## config.mk

```make
export PLATFORM = sky130hd
export DESIGN_NAME = branch_ctrl_32
export DESIGN_NICKNAME = d
export VERILOG_FILES = /design/src/rtl/branch_ctrl_32.sv
export SDC_FILE = /design/constraint.sdc
export NUM_CORES = 1
export LEC_CHECK = 0
export BUFFER_PORTS_ARGS = -buffer_cell sky130_fd_sc_hd__buf_4
export CORE_UTILIZATION = 45
export DETAILED_ROUTE_END_ITERATION = 8
export PLACE_DENSITY = 0.72
export SYNTH_ARGS = -nofsm -noshare
export SYNTH_HDL_FRONTEND = slang
export SYNTH_SLANG_ARGS = --single-unit
```

## constraint.sdc

```tcl
create_clock -name clk -period 1.71 [get_ports clk]
set_input_delay 0.342 -clock clk [delete_from_list [all_inputs] [get_ports clk]]
set_output_delay 0.342 -clock clk [all_outputs]
set_load 0.005 [all_outputs]
```

## src/rtl/branch_ctrl_32.sv

```systemverilog
// Branch sequencer: reads the condition register, evaluates the 2-bit
// condition code and, when taken, reads the target register and loads PC.
//
// Ports:
//   clk, reset               clock, synchronous active-high reset
//   start, IR                branch request (sampled only when idle), instruction
//   busy                     high whenever a branch is in flight
//   rf_rd_req/addr/data/valid  register-file read port
//   pc_ld, pc_out            one-cycle PC load strobe and branch target
//   done, taken, err         one-cycle completion strobe with outcome/timeout
module branch_ctrl_32 #(
    parameter int DATA_W  = 32,
    parameter int REG_AW  = 4,
    parameter int TIMEOUT = 15
) (
    input  logic              clk,
    input  logic              reset,
    input  logic              start,
    input  logic [31:0]       IR,
    output logic              busy,
    output logic              rf_rd_req,
    output logic [REG_AW-1:0] rf_rd_addr,
    input  logic [DATA_W-1:0] rf_rd_data,
    input  logic              rf_rd_valid,
    output logic              pc_ld,
    output logic [DATA_W-1:0] pc_out,
    output logic              done,
    output logic              taken,
    output logic              err
);

    localparam int CNT_W = $clog2(TIMEOUT + 1);

    localparam logic [2:0] S_IDLE    = 3'd0;
    localparam logic [2:0] S_RD_COND = 3'd1;
    localparam logic [2:0] S_EVAL    = 3'd2;
    localparam logic [2:0] S_RD_TGT  = 3'd3;
    localparam logic [2:0] S_LOAD_PC = 3'd4;
    localparam logic [2:0] S_DONE    = 3'd5;
    localparam logic [2:0] S_ERR     = 3'd6;

    logic [2:0]        state_q;
    logic [2:0]        state_d;
    logic [1:0]        cond_q;
    logic [3:0]        ra_q;
    logic [3:0]        rb_q;
    logic [DATA_W-1:0] val_q;
    logic [DATA_W-1:0] pc_q;
    logic              taken_q;
    logic [CNT_W-1:0]  cnt_q;
    logic [CNT_W-1:0]  cnt_inc;
    logic              rd_active;
    logic              time_up;
    logic              eval_taken;

    assign rd_active = (state_q == S_RD_COND) || (state_q == S_RD_TGT);
    assign cnt_inc   = cnt_q + 1'b1;

    // Expires on the wait cycle that brings the count up to TIMEOUT;
    // a valid in that same cycle takes priority in the next-state logic.
    assign time_up = !rf_rd_valid && (cnt_inc == CNT_W'(TIMEOUT));

    // Evaluated from the registered condition value only, so there is
    // no combinational path from rf_rd_data to the outcome.
    always_comb begin
        eval_taken = 1'b0;
        unique case (cond_q)
            2'b00: eval_taken = (val_q == '0);
            2'b01: eval_taken = (val_q != '0);
            2'b10: eval_taken = !val_q[DATA_W-1];
            2'b11: eval_taken = val_q[DATA_W-1];
            default: eval_taken = 1'b0;
        endcase
    end

    always_comb begin
        state_d = state_q;
        case (state_q)
            S_IDLE: begin
                if (start) state_d = S_RD_COND;
            end
            S_RD_COND: begin
                if (rf_rd_valid)  state_d = S_EVAL;
                else if (time_up) state_d = S_ERR;
            end
            S_EVAL: begin
                state_d = eval_taken ? S_RD_TGT : S_DONE;
            end
            S_RD_TGT: begin
                if (rf_rd_valid)  state_d = S_LOAD_PC;
                else if (time_up) state_d = S_ERR;
            end
            S_LOAD_PC: state_d = S_DONE;
            S_DONE:    state_d = S_IDLE;
            S_ERR:     state_d = S_IDLE;
            default:   state_d = S_IDLE;
        endcase
    end

    always_ff @(posedge clk) begin
        if (reset) begin
            state_q <= S_IDLE;
            cond_q  <= '0;
            ra_q    <= '0;
            rb_q    <= '0;
            val_q   <= '0;
            pc_q    <= '0;
            taken_q <= 1'b0;
            cnt_q   <= '0;
        end else begin
            state_q <= state_d;

            if (state_q == S_IDLE && start) begin
                cond_q  <= IR[20:19];
                ra_q    <= IR[26:23];
                rb_q    <= IR[18:15];
                taken_q <= 1'b0;
            end

            // Restart the wait count on every state change so each
            // read gets its own full timeout window.
            if (state_d != state_q) begin
                cnt_q <= '0;
            end else if (rd_active && !rf_rd_valid) begin
                cnt_q <= cnt_inc;
            end

            if (state_q == S_RD_COND && rf_rd_valid) begin
                val_q <= rf_rd_data;
            end

            if (state_q == S_EVAL) begin
                taken_q <= eval_taken;
            end

            // Target lands in pc_q as LOAD_PC is entered and is held
            // there until the next taken branch.
            if (state_q == S_RD_TGT && rf_rd_valid) begin
                pc_q <= rf_rd_data;
            end
        end
    end

    always_comb begin
        rf_rd_addr = '0;
        unique case (1'b1)
            (state_q == S_RD_COND): rf_rd_addr = REG_AW'(ra_q);
            (state_q == S_RD_TGT):  rf_rd_addr = REG_AW'(rb_q);
            default:                rf_rd_addr = '0;
        endcase
    end

    assign busy      = (state_q != S_IDLE);
    assign rf_rd_req = rd_active;
    assign pc_ld     = (state_q == S_LOAD_PC);
    assign pc_out    = pc_q;
    assign done      = (state_q == S_DONE) || (state_q == S_ERR);
    assign taken     = (state_q == S_DONE) && taken_q;
    assign err       = (state_q == S_ERR);

endmodule
```

==> results.toml, run 1 <==
[synth]
ys_async_sr_fraction_pct = 0
synthesis_stage_register_bit_count = 82
syn_avg_cell_area_um2 = 7.777
synthesis.area_mm2 = 0.003313
synth-compound-area-share_pct = 15.29
synth-xor-area-share_pct = 1.057
seq_area_frac_synth_pct = 49.55
synth_ff_type = "sky130_fd_sc_hd__dfxtp_1"
synthesis.nets = 496
main_combinational_cell_family_by_area_after_synthesis = "simple AND/OR/NAND/NOR gates"
number_of_synthesized_flops_with_an_enable_pin = 0
synth-simple-area-share_pct = 27.45
yosysWarningCount = 0
netlist_instances = 426
synth_fa_ha_area_share_pct = 0.7553
synth_mux_area_share_pct = 1.511
ys_types = 42

[timing]
report.final.slew_viol_count = 0
max_slew_margin_vs_limit_pct = 67.36
final_min_period_over_clock_period_pct = 97.48
setup_violations = 0
timing.setup.tns_ns = 0
skew_ns = 0.006722
fin_hold_ws_ns = 0.2352
rsz0062_at_grt = "yes"
worstMarginPinSlew_ns = 0.4885
hold_viol = 0
post-route-min-period_ns = 1.667
fmax_mhz = 599.9

[grt]
grt.met1_usage_pct = 25.25
maximum_number_of_pins_on_one_net_before_global_route_repair = 63
grt_most_used_layer = "met2"
global_route.usage.total_pct = 20.49
grt_pass1_vias = 2803
grt-ovfl-total = 0
met2_usage_pct = 34.95
antenna_found_initial = 0
first_pass_grt_wire_length_mm = 12.33
globalRouteMet3Util_pct = 4.053

[routing]
postRouteAntennaNets = 0
detail_route.drc_violations = 0
drtPass1Iterations = 4
drt-initial-drc-count = 110
vias_per_cell = 5.000
vias = 3065
wl_per_cell_um = 12.38
postRouteWirelength_mm = 7.589

[clocking]
ctsLongestPathBuffers = 2
clk_pin_slew_worst_paths_ns = 0.08
cts-htree-levels = 3
worst_skew_pair.late_latency_ns = 0.35
cts-hold-fix-buffers = 0
clock-sinks = 82
numCtsBuffers = 9
tritoncts_clock_tree = "built"
root_buffer = "sky130_fd_sc_hd__clkbuf_8"

[critical_path]
worst_ep_required_time_ns = 1.37
r2r_start = "cnt_q[0]"
worstReg2RegEnd = "cnt_q[1]"
crit_fanout = 7
cp_slowest_cell = "sky130_fd_sc_hd__dfxtp_2"
cp_slowest_stage_delay_ns = 0.41
path_type_of_the_worst_setup_path = "reg2out"
kind_of_start_point_of_the_critical_path = "register"
crit_path_frequent_cell = "sky130_fd_sc_hd__buf_4"
worst-endpoint-arrival_ns = 1.32
reg2reg_slack_ns = 0.08
rr_worst_depth = 7
cp-end-kind = "output pin"
cp.buffers_inverters = 2
cp_cell_sequence = "nand2b_4, buf_4, nor2_1, buf_4"
worst_path_dominant_cell_family = "flip-flops"

[cells_and_area]
antenna_cells = 0
synth_to_layout_area_growth_pct = 30.51
design.final.nets = 583
final_core_utilization_pct = 62.27
post_route_cells_drive_above_1_share_pct = 26.31
n_fill_cell = 624

[worst_hold_path]
worst_hold_path.num_cells = 3
end_point_of_the_worst_hold_path = "ra_q[2]"
worst_hold_check_path_type = "in2reg"
hold_path.startpoint = "IR[25]"

[floorplan]
core_mm2 = 0.006944
initial_utilization_pct = 47.71
top_level_ports = 110
die_width_um = 87.81
rows = 30
design.die.area_mm2 = 0.007710
floorplan.die.height_um = 87.81

[placed_design]
finalWeightedCongestion = 0.7166
dp_hpwl_mm = 5.323
port_buffers = 87

[power_and_ir_drop]
fin_total_pwr_uw = 3921
total_leakage_power_uw = 0.001710
max-vdd-ir-drop_mv = 0.4030
power_density_mw_per_mm2 = 906.7

[flow_run]
maxCapViolations = 0

[run_status]
status = "completed"
placed cells by master (no fill, tap or decap), types with 3 or more instances in the layout:
master and n:
sky130_fd_sc_hd__nor2_2 3, sky130_fd_sc_hd__buf_4 102, sky130_fd_sc_hd__o21ai_0 5, sky130_fd_sc_hd__mux2i_1 5, sky130_fd_sc_hd__nand2_1 158, sky130_fd_sc_hd__dfxtp_4 3, sky130_fd_sc_hd__nor4_1 7, sky130_fd_sc_hd__a21oi_1 77
sky130_fd_sc_hd__nor3b_1 3, sky130_fd_sc_hd__clkinv_2 3, sky130_fd_sc_hd__nor2_1 13, sky130_fd_sc_hd__nor2b_1 3, sky130_fd_sc_hd__clkbuf_8 10, sky130_fd_sc_hd__dfxtp_1 78, sky130_fd_sc_hd__xor2_1 3
power by group:
group / total (µW) / switching [µW] / internal, µW
clock network: 1380 / 680 / 704
registers: 2030 / 51.8 / 1980
logic: 507 / 270 / 237
total: 3920 / 1000 / 2920
Yosys cell counts (2+ instances only):
library cell	instances	area [µm²]
sky130_fd_sc_hd__o21ai_0	5	25.02
sky130_fd_sc_hd__ha_1	2	25.02
sky130_fd_sc_hd__nand2_1	158	593.1
sky130_fd_sc_hd__nand3b_1	2	15.01
sky130_fd_sc_hd__xor2_1	3	26.28
sky130_fd_sc_hd__a21oi_1	78	390.4
sky130_fd_sc_hd__nor4_1	7	43.79
sky130_fd_sc_hd__inv_1	2	7.510
sky130_fd_sc_hd__buf_2	17	85.08
sky130_fd_sc_hd__or3_1	2	12.51
sky130_fd_sc_hd__and2_1	2	12.51
sky130_fd_sc_hd__dfxtp_1	82	1642
sky130_fd_sc_hd__nor2b_1	3	18.77
sky130_fd_sc_hd__nor4b_1	2	17.52
sky130_fd_sc_hd__nor3_1	2	10.01
sky130_fd_sc_hd__mux2i_1	5	50.05
sky130_fd_sc_hd__nor2_1	16	60.06
sky130_fd_sc_hd__clkbuf_1	9	33.78
sky130_fd_sc_hd__nand4_1	2	12.51
sky130_fd_sc_hd__nor3b_1	3	22.52
sky130_fd_sc_hd__o211ai_1	2	15.01
sky130_fd_sc_hd__nand2b_1	2	12.51
worst max path at each step:
stage                           from            end  depth (start not counted)
after global routing      state_q[0]           busy                          3
final                     state_q[2]  rf_rd_addr[1]                          4
after global placement      cnt_q[0]       cnt_q[1]                          7
after floorplan             cnt_q[0]       cnt_q[1]                          7
after CTS                   cnt_q[0]       cnt_q[1]                          7
after detailed placement    cnt_q[0]       cnt_q[1]                          7
per-stage QoR:
| stage | area [µm²] | cells | worst slack [ns] |
|---|---|---|---|
| after global placement | 4080 | 596 | 0.09719 |
| after floorplan | 3313 | 426 | 0.1746 |
| after global routing | 4324 | 613 | -0.01549 |
| final | 4324 | 613 | 0.04313 |
| after CTS | 4285 | 611 | 0.005527 |
| after detailed placement | 4080 | 596 | 0.05874 |
state kept, by name, indices dropped and copies added, names as in the netlist:
| signal | flops |
|---|---|
| pc_out | 32 |
| rb_q | 4 |
| state_q | 3 |
| taken_q | 1 |
| ra_q | 4 |
| cnt_q | 4 |
| val_q | 32 |
| cond_q | 2 |
area by class of cell:
| cell class | instances | area (µm²) | area share, % |
|---|---|---|---|
| clock buffer | 10 | 137.6 | 3.183 |
| clock inverter | 5 | 53.80 | 1.244 |
| inverter | 3 | 11.26 | 0.2604 |
| multi-input combinational | 313 | 1550 | 35.85 |
| sequential | 82 | 1654 | 38.25 |
| tap | 96 | 120.1 | 2.778 |
| timing repair buffer | 104 | 797.0 | 18.43 |
layer usage:
metal	up-vias	share of wire (%)
met4	0	1.4
met5	-	0
met3	10	5.1
met2	66	50
met1	1406	44
li1	1583	-
worst register-to-register path: cells and delay by family, from the launching register on:
kind,cells,cell delay (ns)
DFF,1,0.37
and+or+nand+nor,1,0.14
buffers and inverters,1,0.05
adders and majority gates,1,0.19
AOI/OAI and AO/OA,4,0.81
repair_timing:
action                     4_1_cts  5_1_grt
pin swaps                        0        3
gates resized for setup          6        9
setup endpoints to repair        7       11
buffers inserted                 0        2
cells by family after synthesis:
logic type / Yosys count
xor+xnor: 4
fa+ha+maj: 2
compound gates: 94
buf+inv: 31
flops: 82
simple gates: 208
mux: 5
(Power assumes the default switching activity.)
==> run 2: changes to the inputs <==
--- a/config.mk
+++ b/config.mk
@@ -6,9 +6,9 @@
 export NUM_CORES = 1
 export LEC_CHECK = 0
 export BUFFER_PORTS_ARGS = -buffer_cell sky130_fd_sc_hd__buf_4
-export CORE_UTILIZATION = 45
+export CORE_UTILIZATION = 50
 export DETAILED_ROUTE_END_ITERATION = 8
-export PLACE_DENSITY = 0.72
+export PLACE_DENSITY = 0.79
 export SYNTH_ARGS = -nofsm -noshare
 export SYNTH_HDL_FRONTEND = slang
 export SYNTH_SLANG_ARGS = --single-unit
==> constraint.sdc (replaced) <==
create_clock -name clk -period 1.8 [get_ports clk]
set_input_delay 0.36 -clock clk [delete_from_list [all_inputs] [get_ports clk]]
set_output_delay 0.36 -clock clk [all_outputs]
set_load 0.005 [all_outputs]
==> run 2 against run 1 <==
Effect of this change:
- clock power is 20% lower
- cell count shrank 4.1%
- sequential power shrank 5%
- setup slack gained 0.038 ns
- first-iteration DRC count grew 15%
- register-to-register slack barely moved
- flip-flop and latch count stayed put
- critical path depth increased by 1
- total power shrank 11%
- critical path type is now reg2reg
- largest cell class unchanged
==> results.toml, run 2 (synthesis gave the netlist of run 1 again) <==
[routing]
postRouteWirelength_mm = 7.449
wire_length_on_met2_mm = 3.618
drtPass1Iterations = 4
detail_route.drc_violations = 0
maxUsedRoutingLayer = "met4"
postRouteAntennaNets = 0
wl_per_cell_um = 12.67
vias_per_cell = 5.226
met1_length_mm = 3.373
vias = 3073
drt-initial-drc-count = 127
route.met3.wl_um = 340

[timing]
skew_ns = 0.005860
fmax_mhz = 581.8
hold_viol = 0
setup_violations = 0
timing.setup.tns_ns = 0
report.final.slew_viol_count = 0
post-route-min-period_ns = 1.719
final_min_period_over_clock_period_pct = 95.49
max_slew_margin_vs_limit_pct = 61.97
worstMarginPinSlew_ns = 0.5704

[grt]
global_route.usage.total_pct = 22.23
first_pass_grt_wire_length_mm = 12.58
grt-ovfl-total = 0
antenna_found_initial = 0
grt_pass1_vias = 2770
maximum_number_of_pins_on_one_net_before_global_route_repair = 57

[cells_and_area]
most_used_cells_in_the_layout_excluding_fill_and_tap_cells = "sky130_fd_sc_hd__nand2_1 (158), sky130_fd_sc_hd__buf_4 (99), sky130_fd_sc_hd__dfxtp_1 (80)"
n_fill_cell = 554
final_common_cell = "sky130_fd_sc_hd__nand2_1"
postLayoutCellArea_mm2 = 0.004188
design.final.nets = 578
antenna_cells = 0
post_route_cells_drive_above_1_share_pct = 23.87
synth_to_layout_area_growth_pct = 26.40

[clocking]
cts.repair.resized = 2
root_buffer = "sky130_fd_sc_hd__clkbuf_8"
ctsLongestPathBuffers = 2
tritoncts_clock_tree = "built"
numCtsBuffers = 9
clk_pin_slew_worst_paths_ns = 0.07
cts-hold-fix-buffers = 0
cts-htree-levels = 3
clock-sinks = 82
cts_setup_buffers = 0
worst_skew_pair.late_latency_ns = 0.34

[worst_hold_path]
worst_hold_check_path_type = "in2reg"
hold_path.startpoint = "IR[24]"

[power_and_ir_drop]
total_leakage_power_uw = 0.001659
switchingPower_uw = 895.1
max-vdd-ir-drop_mv = 0.6005
share_seq_of_total_power_pct = 55.0
power.share.clock_pct = 31.8
swShare_pct = 25.54
comb_power_share_pct = 13.1
power_density_mw_per_mm2 = 836.7
intPower_uw = 2609

[run_status]
status = "completed"

[placed_design]
port_buffers = 87
finalWeightedCongestion = 0.7955
placed_area_mm2 = 0.004021
dp_hpwl_mm = 5.118

[flow_run]
maxCapViolations = 0

[critical_path]
worstReg2RegEnd = "state_q[1]"
rr_worst_depth = 5
worst_ep_required_time_ns = 2.04
reg2reg_slack_ns = 0.08
crit_end = "state_q[1]"
cp-startpoint = "val_q[26]"
crit_fanout = 5
worst-endpoint-arrival_ns = 1.96
r2r_start = "val_q[26]"
kind_of_start_point_of_the_critical_path = "register"
path_type_of_the_worst_setup_path = "reg2reg"
cp-end-kind = "register"

[floorplan]
core_mm2 = 0.006386
floorplan.die.height_um = 83.40
design.die.area_mm2 = 0.006956
rows = 29
top_level_ports = 110
die_width_um = 83.40
initial_utilization_pct = 51.88
==> run 2: cell count changes in the layout (fill, tap and decap cells not counted), moves of 2 or more <==
cell,previous run,this run
sky130_fd_sc_hd__buf_4,102,99
sky130_fd_sc_hd__dfxtp_1,78,80
sky130_fd_sc_hd__nor2_2,3,1
sky130_fd_sc_hd__dfxtp_4,3,1
sky130_fd_sc_hd__nor2_1,13,15
sky130_fd_sc_hd__ha_2,2,0
sky130_fd_sc_hd__ha_1,0,2
==> run 2: power by group through the flow <==
stage	registers, µW	logic (µW)	clock network [µW]
floorplan	1950	292	0
global placement	1970	452	0
detailed placement	1970	460	0
CTS	1930	464	1160
global route	1940	511	1240
finish	1930	460	1110
==> run 2: how the worst min path moves through the flow <==
stage                  to  slack [ns]  depth (start not counted)
6_report          ra_q[1]        0.26                          3
5_1_grt         cond_q[1]        0.25                          3
3_5_place_dp   pc_out[15]        0.45                          2
3_3_place_gp      rb_q[0]        0.44                          2
4_1_cts           ra_q[1]        0.24                          3
2_1_floorplan   val_q[17]        0.43                          2
==> run 2: stage by stage <==
stage	std cells	hold slack (ns)	setup slack, ns	total power [µW]	util (%)
6_report	588	0.2580	0.08113	3504	65.58
5_1_grt	588	0.2548	-0.004058	3692	65.58
3_5_place_dp	574	0.4472	0.1360	2428	62.97
2_1_floorplan	426	0.4310	0.2646	2243	-
4_1_cts	588	0.2446	0.04228	3547	65.52
3_3_place_gp	574	0.4431	0.1732	2417	62.97
==> run 2: per-layer routing <==
metal  global-route usage, %  vias up
li1                        -     1570
met1                   29.26     1425
met2                   35.84       67
met3                   4.672       11
met4                   8.464        0
met5                       0        -
==> run 2: layout make-up <==
type | count | area, µm² | area share [%]
well taps | 77 | 96.34 | 2.301
repair buffers | 99 | 743.2 | 17.75
flip-flops and latches | 82 | 1647 | 39.32
clock inverters | 3 | 17.52 | 0.4183
multi-input cells | 313 | 1531 | 36.57
clock buffers | 11 | 141.4 | 3.376
inverters | 3 | 11.26 | 0.2689
==> run 2: critical path, cell delays in order (launching register included) <==
cell	delay [ns]
sky130_fd_sc_hd__dfxtp_1	0.31
sky130_fd_sc_hd__nor4_1	0.43
sky130_fd_sc_hd__nand4_1	0.24
sky130_fd_sc_hd__nor3_4	0.30
sky130_fd_sc_hd__nor3_1	0.10
sky130_fd_sc_hd__o31ai_1	0.23
==> run 3: changes to the inputs <==
--- a/config.mk
+++ b/config.mk
@@ -6,6 +6,7 @@
 export NUM_CORES = 1
 export LEC_CHECK = 0
 export BUFFER_PORTS_ARGS = -buffer_cell sky130_fd_sc_hd__buf_4
+export CORE_ASPECT_RATIO = 1.75
 export CORE_UTILIZATION = 50
 export DETAILED_ROUTE_END_ITERATION = 8
 export PLACE_DENSITY = 0.79
==> run 3 against run 2 <==
Effect of this change:
- combinational power rose by 3%
- critical path type is now reg2out
- clock skew increased by 0.0019 ns
- clock-buffer cell count unchanged
- flip-flop and latch count unchanged
- fmax is 0.69% higher
- utilization rose by 2.2 points
==> results.toml, run 3 (synthesis gave the netlist of run 1 again) <==
[run_status]
status = "completed"

[placed_design]
placed_area_mm2 = 0.004050
dp_hpwl_mm = 5.426
finalWeightedCongestion = 0.8149
port_buffers = 87

[power_and_ir_drop]
intPower_uw = 2678
swShare_pct = 26.31
comb_power_share_pct = 13.0
max-vdd-ir-drop_mv = 0.6089
power.share.clock_pct = 33.9
share_seq_of_total_power_pct = 53.0
power_density_mw_per_mm2 = 854.1
total_leakage_power_uw = 0.001678
switchingPower_uw = 956.3

[clocking]
clock-sinks = 82
cts-htree-levels = 3
worst_skew_pair.late_latency_ns = 0.34
tritoncts_clock_tree = "built"
ctsLongestPathBuffers = 2
cts_setup_buffers = 0
clk_pin_slew_worst_paths_ns = 0.08
root_buffer = "sky130_fd_sc_hd__clkbuf_8"
numCtsBuffers = 9

[routing]
postRouteWirelength_mm = 7.771
postRouteAntennaNets = 0
vias_per_cell = 5.199
wl_per_cell_um = 13.10
detail_route.drc_violations = 0
vias = 3083
drtPass1Iterations = 4
drt-initial-drc-count = 162

[critical_path]
worst_path_dominant_cell_family = "flip-flops"
rr_worst_depth = 7
crit_path_frequent_cell = "sky130_fd_sc_hd__buf_4"
crit_fanout = 10
r2r_start = "cnt_q[0]"
path_type_of_the_worst_setup_path = "reg2out"
cp.buffers_inverters = 2
kind_of_start_point_of_the_critical_path = "register"
cp_slowest_stage_delay_ns = 0.42
cp_cell_sequence = "buf_4, mux2i_1, nor2_1, buf_4"
worst-endpoint-arrival_ns = 1.35
reg2reg_slack_ns = 0.16
worstReg2RegEnd = "cnt_q[1]"
cp_slowest_cell = "sky130_fd_sc_hd__dfxtp_2"
cp-end-kind = "output pin"
worst_ep_required_time_ns = 1.44

[cells_and_area]
most_used_cells_in_the_layout_excluding_fill_and_tap_cells = "sky130_fd_sc_hd__nand2_1 (158), sky130_fd_sc_hd__buf_4 (97), sky130_fd_sc_hd__dfxtp_1 (79)"
final_common_cell = "sky130_fd_sc_hd__nand2_1"
synth_to_layout_area_growth_pct = 28.44
postLayoutCellArea_mm2 = 0.004255
register_area_mm2 = 0.001645
post_route_cells_drive_above_1_share_pct = 24.95
multi_input_area_mm2 = 0.001540
n_fill_cell = 555
antenna_cells = 0
final_core_utilization_pct = 67.80
design.final.nets = 578

[floorplan]
initial_utilization_pct = 52.79
die_width_um = 63.54
design.die.area_mm2 = 0.006969
floorplan.die.height_um = 109.7
top_level_ports = 110
core_mm2 = 0.006276
rows = 38

[timing]
post-route-min-period_ns = 1.707
timing.setup.tns_ns = 0
hold_viol = 0
skew_ns = 0.007714
worstMarginPinSlew_ns = 0.4749
report.final.slew_viol_count = 0
max_slew_margin_vs_limit_pct = 68.27
final_min_period_over_clock_period_pct = 94.84
fmax_mhz = 585.8
setup_violations = 0
rsz0062_at_grt = "no"

[worst_hold_path]
worst_hold_path.num_cells = 3
hold_path.startpoint = "IR[26]"
end_point_of_the_worst_hold_path = "ra_q[3]"
worst_hold_check_path_type = "in2reg"

[grt]
first_pass_grt_wire_length_mm = 12.76
grt_pass1_vias = 2884
antenna_found_initial = 0
maximum_number_of_pins_on_one_net_before_global_route_repair = 35
global_route.usage.total_pct = 23.32
grt-ovfl-total = 0

[flow_run]
maxCapViolations = 0
==> run 3: cell types whose count changed in the layout (fill, tap and decap cells not counted), moves of 2 or more <==
| cell | previous run | this run |
|---|---|---|
| sky130_fd_sc_hd__clkinv_4 | 0 | 3 |
| sky130_fd_sc_hd__buf_12 | 0 | 2 |
| sky130_fd_sc_hd__buf_4 | 99 | 97 |
| sky130_fd_sc_hd__dfxtp_2 | 1 | 3 |
==> run 3: power by group through the flow <==
stage               Clock, µW  Combinational, µW  Sequential, µW
floorplan                   0                292            1950
global placement            0                461            1960
detailed placement          0                472            1970
CTS                      1250                475            1930
global route             1330                527            1940
finish                   1230                474            1930
==> run 3: worst max-delay path by stage <==
stage	startpoint	end	slack [ns]	cells after the start
after floorplan	cnt_q[0]	cnt_q[1]	0.26	7
after global placement	cnt_q[0]	cnt_q[1]	0.16	7
after detailed placement	cnt_q[0]	cnt_q[1]	0.12	7
after CTS	state_q[0]	rf_rd_addr[2]	0.04	3
after global routing	cnt_q[1]	state_q[0]	0.01	6
final	state_q[1]	rf_rd_addr[2]	0.09	4
==> run 3: stage by stage <==
| stage | hold WS, ns | power [µW] | cells | setup slack (ns) |
|---|---|---|---|---|
| 2_1_floorplan | 0.4310 | 2243 | 426 | 0.2646 |
| 3_3_place_gp | 0.4428 | 2425 | 577 | 0.1643 |
| 6_report | 0.2547 | 3634 | 593 | 0.09285 |
| 3_5_place_dp | 0.4488 | 2439 | 577 | 0.1152 |
| 4_1_cts | 0.2403 | 3653 | 593 | 0.04026 |
| 5_1_grt | 0.2441 | 3793 | 593 | 0.01205 |
==> run 3: tightest hold or removal path, cell delays in order <==
cell and delay (ns):
sky130_fd_sc_hd__buf_4 0.11, sky130_fd_sc_hd__nand2_1 0.04, sky130_fd_sc_hd__a21oi_1 0.05
==> run 3: layout make-up <==
class | instances | share of cell area, %
clock buffer | 11 | 3.558
sequential | 82 | 38.67
inverter | 3 | 0.2646
tap | 80 | 2.352
multi-input combinational | 313 | 36.20
clock inverter | 5 | 0.9115
timing repair buffer | 99 | 18.05
==> run 3: per-layer routing <==
metal	track usage, %	vias up	wire length (µm)	share of wire (%)
met5	0	-	0	0
met4	8.442	0	89	1.1
met3	5.602	10	314	4.0
met2	41.95	70	4068	52
met1	26.40	1423	3299	42
li1	-	1580	-	-
==> run 3: repair_timing <==
action                     in CTS  in global routing
gates resized for setup         2                  4
setup endpoints to repair       5                  8
hold buffers                    0                  0
